==> src/rtl/dual_ram_pkg.sv <==
// dual_ram shared constants and types.
// Default geometry: 16 words of 8 bits.
package dual_ram_pkg;

  localparam int DUAL_RAM_WIDTH = 8;
  localparam int DUAL_RAM_DEPTH = 16;
  localparam int DUAL_RAM_ADDR  = 4;

  typedef logic [DUAL_RAM_WIDTH-1:0] word_t;

endpackage

==> src/rtl/dual_ram_if.sv <==
// Storage-side bus of dual_ram: write port plus
// an unregistered read of the addressed word.
interface dual_ram_if
  import dual_ram_pkg::*;
#(
  parameter int width = DUAL_RAM_WIDTH,
  parameter int addr  = DUAL_RAM_ADDR
);

  logic [width-1:0] din;
  logic [addr-1:0]  wr_addr;
  logic             we;
  logic [addr-1:0]  rd_addr;
  logic [width-1:0] rdata;

  modport master (
    output din,
    output wr_addr,
    output we,
    output rd_addr,
    input  rdata
  );

  modport slave (
    input  din,
    input  wr_addr,
    input  we,
    input  rd_addr,
    output rdata
  );

endinterface

==> src/rtl/dual_ram_array.sv <==
// Storage array with write port and async clear.
// rdata shows pre-edge contents, giving read-first.
module dual_ram_array
  import dual_ram_pkg::*;
#(
  parameter int width = DUAL_RAM_WIDTH,
  parameter int depth = DUAL_RAM_DEPTH,
  parameter int addr  = DUAL_RAM_ADDR
) (
  input logic      clk,
  input logic      rst,
  dual_ram_if.slave bus
);

  logic [width-1:0] mem_q [depth];
  logic [width-1:0] mem_d [depth];

  always_comb begin
    mem_d = mem_q;
    if (bus.we) mem_d[bus.wr_addr] = bus.din;
  end

  always_ff @(posedge clk or negedge rst) begin
    if (!rst) mem_q <= '{default: '0};
    else      mem_q <= mem_d;
  end

  assign bus.rdata = mem_q[bus.rd_addr];

endmodule

==> src/rtl/dual_ram.sv <==
// Simple dual-port synchronous RAM, top level.
// Registered read port with enable and hold.
module dual_ram
  import dual_ram_pkg::*;
#(
  parameter int width = DUAL_RAM_WIDTH,
  parameter int depth = DUAL_RAM_DEPTH,
  parameter int addr  = DUAL_RAM_ADDR
) (
  input  logic [width-1:0] din,
  output logic [width-1:0] dout,
  input  logic [addr-1:0]  wr_addr,
  input  logic [addr-1:0]  rd_addr,
  input  logic             we,
  input  logic             re,
  input  logic             clk,
  input  logic             rst
);

  dual_ram_if #(.width(width), .addr(addr)) bus ();

  assign bus.din     = din;
  assign bus.wr_addr = wr_addr;
  assign bus.we      = we;
  assign bus.rd_addr = rd_addr;

  dual_ram_array #(
    .width(width),
    .depth(depth),
    .addr (addr)
  ) u_array (
    .clk(clk),
    .rst(rst),
    .bus(bus)
  );

  logic [width-1:0] dout_q;
  logic [width-1:0] dout_d;

  always_comb begin
    dout_d = dout_q;
    if (re) dout_d = bus.rdata;
  end

  always_ff @(posedge clk or negedge rst) begin
    if (!rst) dout_q <= '0;
    else      dout_q <= dout_d;
  end

  assign dout = dout_q;

endmodule

==> config.mk <==
export PLATFORM = sky130hd
export DESIGN_NAME = dual_ram
export DESIGN_NICKNAME = d
export VERILOG_FILES = /design/src/rtl/dual_ram_pkg.sv /design/src/rtl/dual_ram_if.sv /design/src/rtl/dual_ram_array.sv /design/src/rtl/dual_ram.sv
export SDC_FILE = /design/constraint.sdc
export NUM_CORES = 1
export LEC_CHECK = 0
export ABC_CLOCK_PERIOD_IN_PS = 1700
export BUFFER_PORTS_ARGS = -buffer_cell sky130_fd_sc_hd__buf_2
export CAP_MARGIN = 10
export CORE_UTILIZATION = 26
export CTS_CLUSTER_SIZE = 24
export DETAILED_ROUTE_END_ITERATION = 8
export PLACE_DENSITY = 0.47
export RECOVER_POWER = 100
export SYNTH_ARGS = -nofsm -noshare
export SYNTH_HDL_FRONTEND = slang
export SYNTH_SLANG_ARGS = --single-unit
==> constraint.sdc <==
create_clock -name clk -period 1.7 [get_ports clk]
set_clock_uncertainty 0.05 [all_clocks]
set_input_delay 0.34 -clock clk [delete_from_list [all_inputs] [get_ports clk]]
set_output_delay 0.34 -clock clk [all_outputs]
set_load 0.01 [all_outputs]
==> flow_summary.yaml, run 1 <==
routing:
  ant_nets: 0
  top_layer: "met4"
  drtIter0Drc: 166
  routed_via_density: 4.566
  wl_met1_um: 7311
  vias: 3571
  wl_per_cell_um: 19.19
  wl_met2_um: 7071
  wl_um: 15010
  wl_met3_um: 546
  dr.pass1.iters: 4
  remaining_drc_errors: 0
timing:
  slew_headroom: 0.5119
  setup_slack_ps: 131.3
  rsz0062_at_grt: "false"
  fin_crit_ps: 1569
  setup_viol: 0
  worstMarginPinSlew_ps: 732.2
  max_freq_mhz: 637.5
  final_hold_viol_count: 0
  period_share: 0.9227
  maxSlewViolCount: 0
cells_and_area:
  drive_gt1_frac: 0.5205
  area.growth.synth_to_final_pct: 22.25
  stdcell_count: 782
  final_util: 0.3242
  fin_nets: 471
  fillCellCount: 2331
  antenna_cells: 0
floorplan:
  io_pins: 28
  initial_core_util: 0.2652
  die-area_sq_mm: 0.02456
  design.core.area_sq_mm: 0.02347
  die_height_um: 156.7
  rows: 56
  dieWidth_um: 156.7
worst_setup_path:
  crit_chain: "buf_2 -> buf_4 -> nor4_4 -> clkbuf_1 -> mux2_2"
  critPathSlowestCell: "clkbuf_1"
  crit_buf_inv: 3
  cp-start-kind: "primary input"
  crit_cells: 5
  worstPathRequired_ps: 1950
  reg2reg_depth: 3
  crit_fanout: 8
  cp_top_family: "buffers and inverters"
  worstSetupPathType: "primary input to register"
  cp-end-kind: "register"
  max_stage_delay_ps: 520
  cp_data_arrival_time_ps: 1810
place:
  port_buffers: 27
  place.gp.congestion: 0.7280
  dp_slack_ps: -131.1
  hpwl_um: 10520
  dp_cells: 750
clock_network:
  numCtsBuffers: 17
  post_cts.repair.setup_buffers: 0
  cts_tree: "yes"
  cts-root-buf: "clkbuf_16"
  clkTransAtPathRegs_ps: 60
  cts.path.max_buffers: 2
  clock_latency_ps: 420
  cts_sinks: 136
  htreeDepth: 4
global_routing:
  grt-ovfl-total: 0
  grt.total_usage: 0.1357
  antenna_found_initial: 0
  grt_pass1_wl_um: 24360
  grt_pass1_vias: 4056
  grt_start_max_net_pins: 38
min_path:
  holdCritPathClass: "primary input to register"
  hold_path_depth: 3
run:
  maxCapViolCount: 0
power:
  cellPowerDensity_mw_per_mm2: 1312
  total_power_mw: 9.983
  power.leakage_nw: 3.155
  vdd_drop_max_v: 0.0005754
logic_synthesis:
  netlist_area_sq_mm: 0.006225
  postSynthCellCount: 384
  seq_area_frac_synth: 0.5467
  syn_nets: 404
  yosysWarningCount: 0
  avgSynthCellArea_sq_um: 16.21
  ys_ff_latch: 136
  synth.distinct_cells: 27
outcome:
  outcome: "complete, no violations"
## worst register-to-register path, stage by stage (launching register included)
cell and delay, ps:
dfrtp_1 370, mux4_2 500, o22ai_1 290, a221oi_1 120
## synth_stat cells (all sizes together)
master  number  area, sq um
a221oi       8        70.07
and2         1        6.260
buf         19        126.4
clkbuf       9        33.78
dfrtp      136         3403
mux2       128         1471
mux2i        8        80.08
mux4        32        720.7
nand2        2        10.01
nand2b       4        40.04
nand3        2        10.01
nand3b       2        15.01
nor2        14        67.57
nor3         6        72.57
nor4         1        21.27
o22ai        8        50.05
or2          1        6.260
or3          2        12.51
or4          1        7.510
## layout make-up
| type | instances | area [sq um] | area share |
|---|---|---|---|
| Clock inverter | 13 | 202.7 | 0.02664 |
| Tap cell | 319 | 399.1 | 0.05245 |
| Timing Repair Buffer | 76 | 576.8 | 0.07580 |
| Multi-Input combinational cell | 220 | 2589 | 0.3402 |
| Clock buffer | 18 | 439.2 | 0.05771 |
| Sequential cell | 136 | 3403 | 0.4472 |
## sequential cells by signal, summed over array words and instances (netlist names)
| register | count |
|---|---|
| u_array.mem_q | 128 |
| dout | 8 |
## metrics by stage
stage / area [sq um] / TNS [ps] / hold slack (ps)
2_1_floorplan: 6225 / 0 / -5.591
3_3_place_gp: 7178 / -1355 / 230.4
3_5_place_dp: 7178 / -1769 / 229.1
4_1_cts: 7830 / 0 / 315.1
5_1_grt: 7610 / 0 / 344.2
6_report: 7610 / 0 / 334.8
## layout by cell type (no fill, tap or decap), drive strengths merged
cell type / n
or3: 2
nand3: 2
clkbuf: 49
or2: 1
clkinvlp: 5
mux2: 128
dfrtp: 136
o22ai: 8
nand2b: 4
clkinv: 3
mux2i: 8
nor4: 1
nor3: 6
and2: 1
a221oi: 8
buf: 44
nand3b: 2
bufinv: 5
nand2: 2
dlygate4sd3: 1
or4: 1
mux4: 32
nor2: 14
## where the power goes
group	total (mW)	leakage, nW	switching [mW]	internal [mW]
clock network	4.01	0.300	1.39	2.62
registers	4.37	1.66	0.382	3.99
logic	1.61	1.19	0.604	1.00
total	9.98	3.16	2.37	7.61
## worst paths after layout
kind	from	end	slack (ps)
min reg2reg	u_array.mem_q[121]$_DFFE_PN0P_	u_array.mem_q[121]$_DFFE_PN0P_	440
max in group asynchronous	rst	u_array.mem_q[71]$_DFFE_PN0P_	380
max	wr_addr[0]	u_array.mem_q[108]$_DFFE_PN0P_	130
max reg2reg	u_array.mem_q[9]$_DFFE_PN0P_	dout[1]$_DFFE_PN0P_	220
min	re	dout[2]$_DFFE_PN0P_	330
min in group asynchronous	rst	u_array.mem_q[43]$_DFFE_PN0P_	350
## routing by layer
layer,GRT usage,up-vias
li1,-,1581
met1,0.1884,1922
met2,0.2104,62
met3,0.02935,6
met4,0.04202,0
met5,0,-
## logic make-up after synthesis
logic type	share of synthesized area
muxes	0.3650
buffers and inverters	0.02573
and+or+nand+nor	0.04322
AOI/OAI and AO/OA	0.01930
DFF	0.5467
## repair_timing
item                      in CTS  in global routing
hold endpoints to repair      34                  0
hold buffers                   1                  0
resized for setup              0                  0
(Power assumes the default switching activity.)
==> inputs of run 2 (changes only) <==
--- a/config.mk
+++ b/config.mk
@@ -8,10 +8,10 @@
 export ABC_CLOCK_PERIOD_IN_PS = 1700
 export BUFFER_PORTS_ARGS = -buffer_cell sky130_fd_sc_hd__buf_2
 export CAP_MARGIN = 10
-export CORE_UTILIZATION = 26
+export CORE_UTILIZATION = 35
 export CTS_CLUSTER_SIZE = 24
 export DETAILED_ROUTE_END_ITERATION = 8
-export PLACE_DENSITY = 0.47
+export PLACE_DENSITY = 0.57
 export RECOVER_POWER = 100
 export SYNTH_ARGS = -nofsm -noshare
 export SYNTH_HDL_FRONTEND = slang
==> flow_summary.yaml, run 2 (synthesized netlist as in run 1, its figures left out) <==
timing:
  max_freq_mhz: 650.6
  maxSlewViolCount: 0
  worstMarginPinSlew_ps: 677.1
  final_hold_viol_count: 0
  period_share: 0.9042
  rsz0062_at_grt: "false"
  setup_viol: 0
  fin_tns_setup_ps: 0
  fin_crit_ps: 1537
  slew_headroom: 0.5486
routing:
  routed_via_density: 5.186
  vias: 3521
  dr.pass1.iters: 4
  remaining_drc_errors: 0
  wl_per_cell_um: 20.67
  drtIter0Drc: 201
  wl_um: 14030
  ant_nets: 0
floorplan:
  initial_core_util: 0.3586
  die-area_sq_mm: 0.01832
  die_height_um: 135.4
  io_pins: 28
  dieWidth_um: 135.4
  design.core.area_sq_mm: 0.01736
  rows: 48
cells_and_area:
  stdcell_count: 679
  drive_gt1_frac: 0.5198
  final_cell_mix: "dfrtp_1 (136), mux2_2 (120), mux4_2 (32)"
  area.growth.synth_to_final_pct: 19.32
  top_register: "u_array.mem_q"
  fin_nets: 462
  final_common_cell: "dfrtp_1"
  final_util: 0.4279
  largest_reg_flops: 128
  antenna_cells: 0
  final_area_sq_mm: 0.007427
  fillCellCount: 1548
power:
  total_power_mw: 9.857
  cellPowerDensity_mw_per_mm2: 1327
  vdd_drop_max_v: 0.0007343
  power.leakage_nw: 3.141
clock_network:
  cts-root-buf: "clkbuf_16"
  clock_latency_ps: 420
  cts_tree: "yes"
  post_cts.repair.setup_buffers: 0
  numCtsBuffers: 17
  cts_sinks: 136
  cts.path.max_buffers: 2
  clkTransAtPathRegs_ps: 60
  ctsResizeCount: 0
  htreeDepth: 4
global_routing:
  grt_pass1_wl_um: 22820
  antenna_found_initial: 0
  grt_start_max_net_pins: 43
  grt_pass1_vias: 3878
  grt-ovfl-total: 0
  grt.total_usage: 0.1713
run:
  maxCapViolCount: 0
place:
  port_buffers: 27
  place_area_sq_mm: 0.007005
  hpwl_um: 9291
  dp_cells: 647
  place.gp.congestion: 0.7685
min_path:
  min-delay-start: "re"
  holdCritPathClass: "primary input to register"
worst_setup_path:
  crit_fanout: 8
  max_stage_delay_ps: 520
  cp-end-kind: "register"
  startpoint: "wr_addr[1]"
  cp-start-kind: "primary input"
  cp_data_arrival_time_ps: 1790
  crit_top_cell: "clkbuf_1"
  worstPathRequired_ps: 1950
  crit_chain: "clkbuf_1 -> buf_4 -> nand3_1 -> nor3_1 -> clkbuf_1 -> mux2_2"
  critPathSlowestCell: "clkbuf_1"
  timing.rr.start: "u_array.mem_q[8]$_DFFE_PN0P_"
  crit_buf_inv: 3
  worstSetupPathType: "primary input to register"
  cp_top_family: "buffers and inverters"
outcome:
  outcome: "complete, no violations"
[run 2: cell count changes in the layout (fill, tap and decap cells not counted), sizes merged]
cell | before | now
buf | 44 | 42
bufinv | 5 | 3
clkbuf | 49 | 48
clkinvlp | 5 | 1
[run 2: what timing repair did]
item	CTS	global route
endpoints found under the setup margin	0	0
hold endpoints to repair	39	0
hold buffers	1	0
[run 2: cell type report]
type | count | area (sq um) | share of cell area
repair buffers | 67 | 540.5 | 0.07278
clock buffers | 24 | 521.8 | 0.07025
flip-flops and latches | 136 | 3403 | 0.4582
well taps | 225 | 281.5 | 0.03790
clock inverters | 7 | 112.6 | 0.01516
multi-input cells | 220 | 2567 | 0.3457
[run 2: routing by layer]
| metal | wire [um] | GRT usage | vias to the layer above |
|---|---|---|---|
| met5 | 0 | 0 | - |
| met4 | 225 | 0.06305 | 0 |
| met3 | 558 | 0.04564 | 18 |
| met2 | 6695 | 0.2655 | 63 |
| met1 | 6553 | 0.2302 | 1877 |
| li1 | - | - | 1563 |
[run 2: path summary, 6_finish.rpt]
| check | depth (start not counted) | endpoint | slack (ps) |
|---|---|---|---|
| max in group asynchronous | 3 | u_array.mem_q[43]$_DFFE_PN0P_ | 360 |
| worst min-delay path | 2 | dout[4]$_DFFE_PN0P_ | 200 |
| worst min register to register | 1 | u_array.mem_q[124]$_DFFE_PN0P_ | 440 |
| min in group asynchronous | 2 | u_array.mem_q[56]$_DFFE_PN0P_ | 340 |
| worst max-delay path | 6 | u_array.mem_q[47]$_DFFE_PN0P_ | 160 |
| worst max register to register | 3 | dout[0]$_DFFE_PN0P_ | 250 |
[run 2: stage by stage]
step	hold slack, ps	setup slack (ps)
detailed placement	241.3	-118.1
global route	180.2	112.9
finish	200.9	162.9
floorplan	-5.591	71.26
global placement	234.6	-88.85
CTS	174.5	232.3
[run 2: power breakdown]
group	internal, mW	switching [mW]	total [mW]
Sequential	3.99	0.387	4.38
Combinational	0.994	0.586	1.58
Clock	2.56	1.34	3.90
Total	7.55	2.31	9.86
==> inputs of run 3 (changes only) <==
--- a/config.mk
+++ b/config.mk
@@ -13,6 +13,7 @@
 export DETAILED_ROUTE_END_ITERATION = 8
 export PLACE_DENSITY = 0.57
 export RECOVER_POWER = 100
+export SETUP_SLACK_MARGIN = 0.4
 export SYNTH_ARGS = -nofsm -noshare
 export SYNTH_HDL_FRONTEND = slang
 export SYNTH_SLANG_ARGS = --single-unit
==> flow_summary.yaml, run 3 (synthesized netlist as in run 1, its figures left out) <==
outcome:
  outcome: "complete, no violations"
floorplan:
  dieWidth_um: 135.4
  die-area_sq_mm: 0.01832
  rows: 48
  initial_core_util: 0.3586
  die_height_um: 135.4
  io_pins: 28
  design.core.area_sq_mm: 0.01736
cells_and_area:
  drive_gt1_frac: 0.4712
  fin_nets: 476
  largest_reg_flops: 128
  top_register: "u_array.mem_q"
  final_util: 0.4428
  final_common_cell: "dfrtp_1"
  area.growth.synth_to_final_pct: 23.46
  fillCellCount: 1592
  multi_input_comb_area_sq_mm: 0.002731
  seq_area_sq_mm: 0.003403
  antenna_cells: 0
  final_cell_mix: "dfrtp_1 (136), mux2_2 (55), mux2_1 (52)"
clock_network:
  cts_tree: "yes"
  htreeDepth: 4
  cts.path.max_buffers: 2
  clock_latency_ps: 410
  cts_sinks: 136
  clkTransAtPathRegs_ps: 60
  numCtsBuffers: 17
  cts-root-buf: "clkbuf_16"
worst_setup_path:
  max_stage_delay_ps: 800
  worstPathRequired_ps: 1940
  cp-end-kind: "register"
  cp_data_arrival_time_ps: 1710
  regToRegSetupSlack_ps: 250
  crit_fanout: 8
  critPathSlowestCell: "or4_1"
  worstSetupPathType: "primary input to register"
  cp-start-kind: "primary input"
  crit_chain: "clkbuf_1 -> or4_1 -> mux2_1"
global_routing:
  antenna_found_initial: 0
  grt_pass1_vias: 4065
  grt_start_max_net_pins: 46
  grt-ovfl-total: 0
  grt.total_usage: 0.1768
  grt_pass1_wl_um: 23600
run:
  maxCapViolCount: 0
timing:
  max_freq_mhz: 679.0
  setup_viol: 0
  maxSlewViolCount: 0
  final_hold_viol_count: 0
  rsz0062_at_grt: "true"
  fin_crit_ps: 1473
  period_share: 0.8663
  setup_slack_ps: 227.2
  slew_headroom: 0.5489
  worstMarginPinSlew_ps: 676.7
power:
  vdd_drop_max_v: 0.0006601
  power.leakage_nw: 3.313
  total_power_mw: 9.957
  cellPowerDensity_mw_per_mm2: 1296
routing:
  ant_nets: 0
  dr.pass1.iters: 4
  wl_per_cell_um: 20.80
  remaining_drc_errors: 0
  wl_um: 14440
  vias: 3585
  routed_via_density: 5.166
  drtIter0Drc: 170
min_path:
  holdCritPathClass: "primary input to register"
place:
  dp_slack_ps: -115.5
  hpwl_um: 9571
  port_buffers: 27
  place.gp.congestion: 0.7168
==> run 3: changes by cell type in the layout (fill, tap and decap cells not counted), moves of 6 or more <==
cell / delta
mux2_2: -65
a221oi_2: +7
clkbuf_2: +6
a221oi_1: -7
mux2_1: +45
mux2_4: +20
buf_4: +13
==> run 3: layout make-up <==
class                           count  share of cell area
Sequential cell                   136              0.4429
Multi-Input combinational cell    220              0.3554
Timing Repair Buffer               81             0.08401
Clock buffer                       23             0.06219
Tap cell                          225             0.03663
Clock inverter                      9             0.01889
==> run 3: through the flow <==
stage / TNS, ps / instances / instance area [sq um] / hold WS (ps)
4_1_cts: 0 / 688 / 8045 / 322.0
3_3_place_gp: -306.3 / 650 / 7313 / 216.3
2_1_floorplan: 0 / 384 / 6624 / -5.591
6_report: 0 / 694 / 7685 / 335.6
3_5_place_dp: -591.3 / 650 / 7313 / 224.3
5_1_grt: 0 / 694 / 7685 / 348.1
==> run 3: path summary, 6_finish.rpt <==
check / from / endpoint / depth (start not counted)
setup / recovery: wr_addr[3] / u_array.mem_q[123]$_DFFE_PN0P_ / 3
hold / removal: din[0] / u_array.mem_q[96]$_DFFE_PN0P_ / 2
setup reg to reg: u_array.mem_q[18]$_DFFE_PN0P_ / dout[2]$_DFFE_PN0P_ / 3
hold reg to reg: u_array.mem_q[96]$_DFFE_PN0P_ / u_array.mem_q[96]$_DFFE_PN0P_ / 1
max in group asynchronous: rst / u_array.mem_q[5]$_DFFE_PN0P_ / 3
min in group asynchronous: rst / u_array.mem_q[59]$_DFFE_PN0P_ / 2
==> run 3: power by group <==
part	switching, mW	total (mW)	internal [mW]
sequential	0.397	4.39	3.99
combinational	0.640	1.73	1.09
clock	1.28	3.84	2.56
==> run 3: worst max-delay path, delay by kind of cell <==
family,cells,cell delay (ps)
muxes,1,420
and+or+nand+nor,1,800
buffers and inverters,1,140
==> run 3: repair_timing <==
item | CTS | global route
pin swaps | 2 | 2
buffers inserted | 5 | 6
hold endpoints to repair | 33 | 0
setup endpoints to repair | 16 | 31
gates resized for setup | 11 | 16
hold buffers | 1 | 0
==> run 3: per-layer routing <==
layer	vias to the layer above	global-route usage	part of all wire
li1	1594	-	-
met1	1936	0.2414	0.47
met2	45	0.2764	0.49
met3	10	0.04115	0.025
met4	0	0.05993	0.012
met5	-	0	0
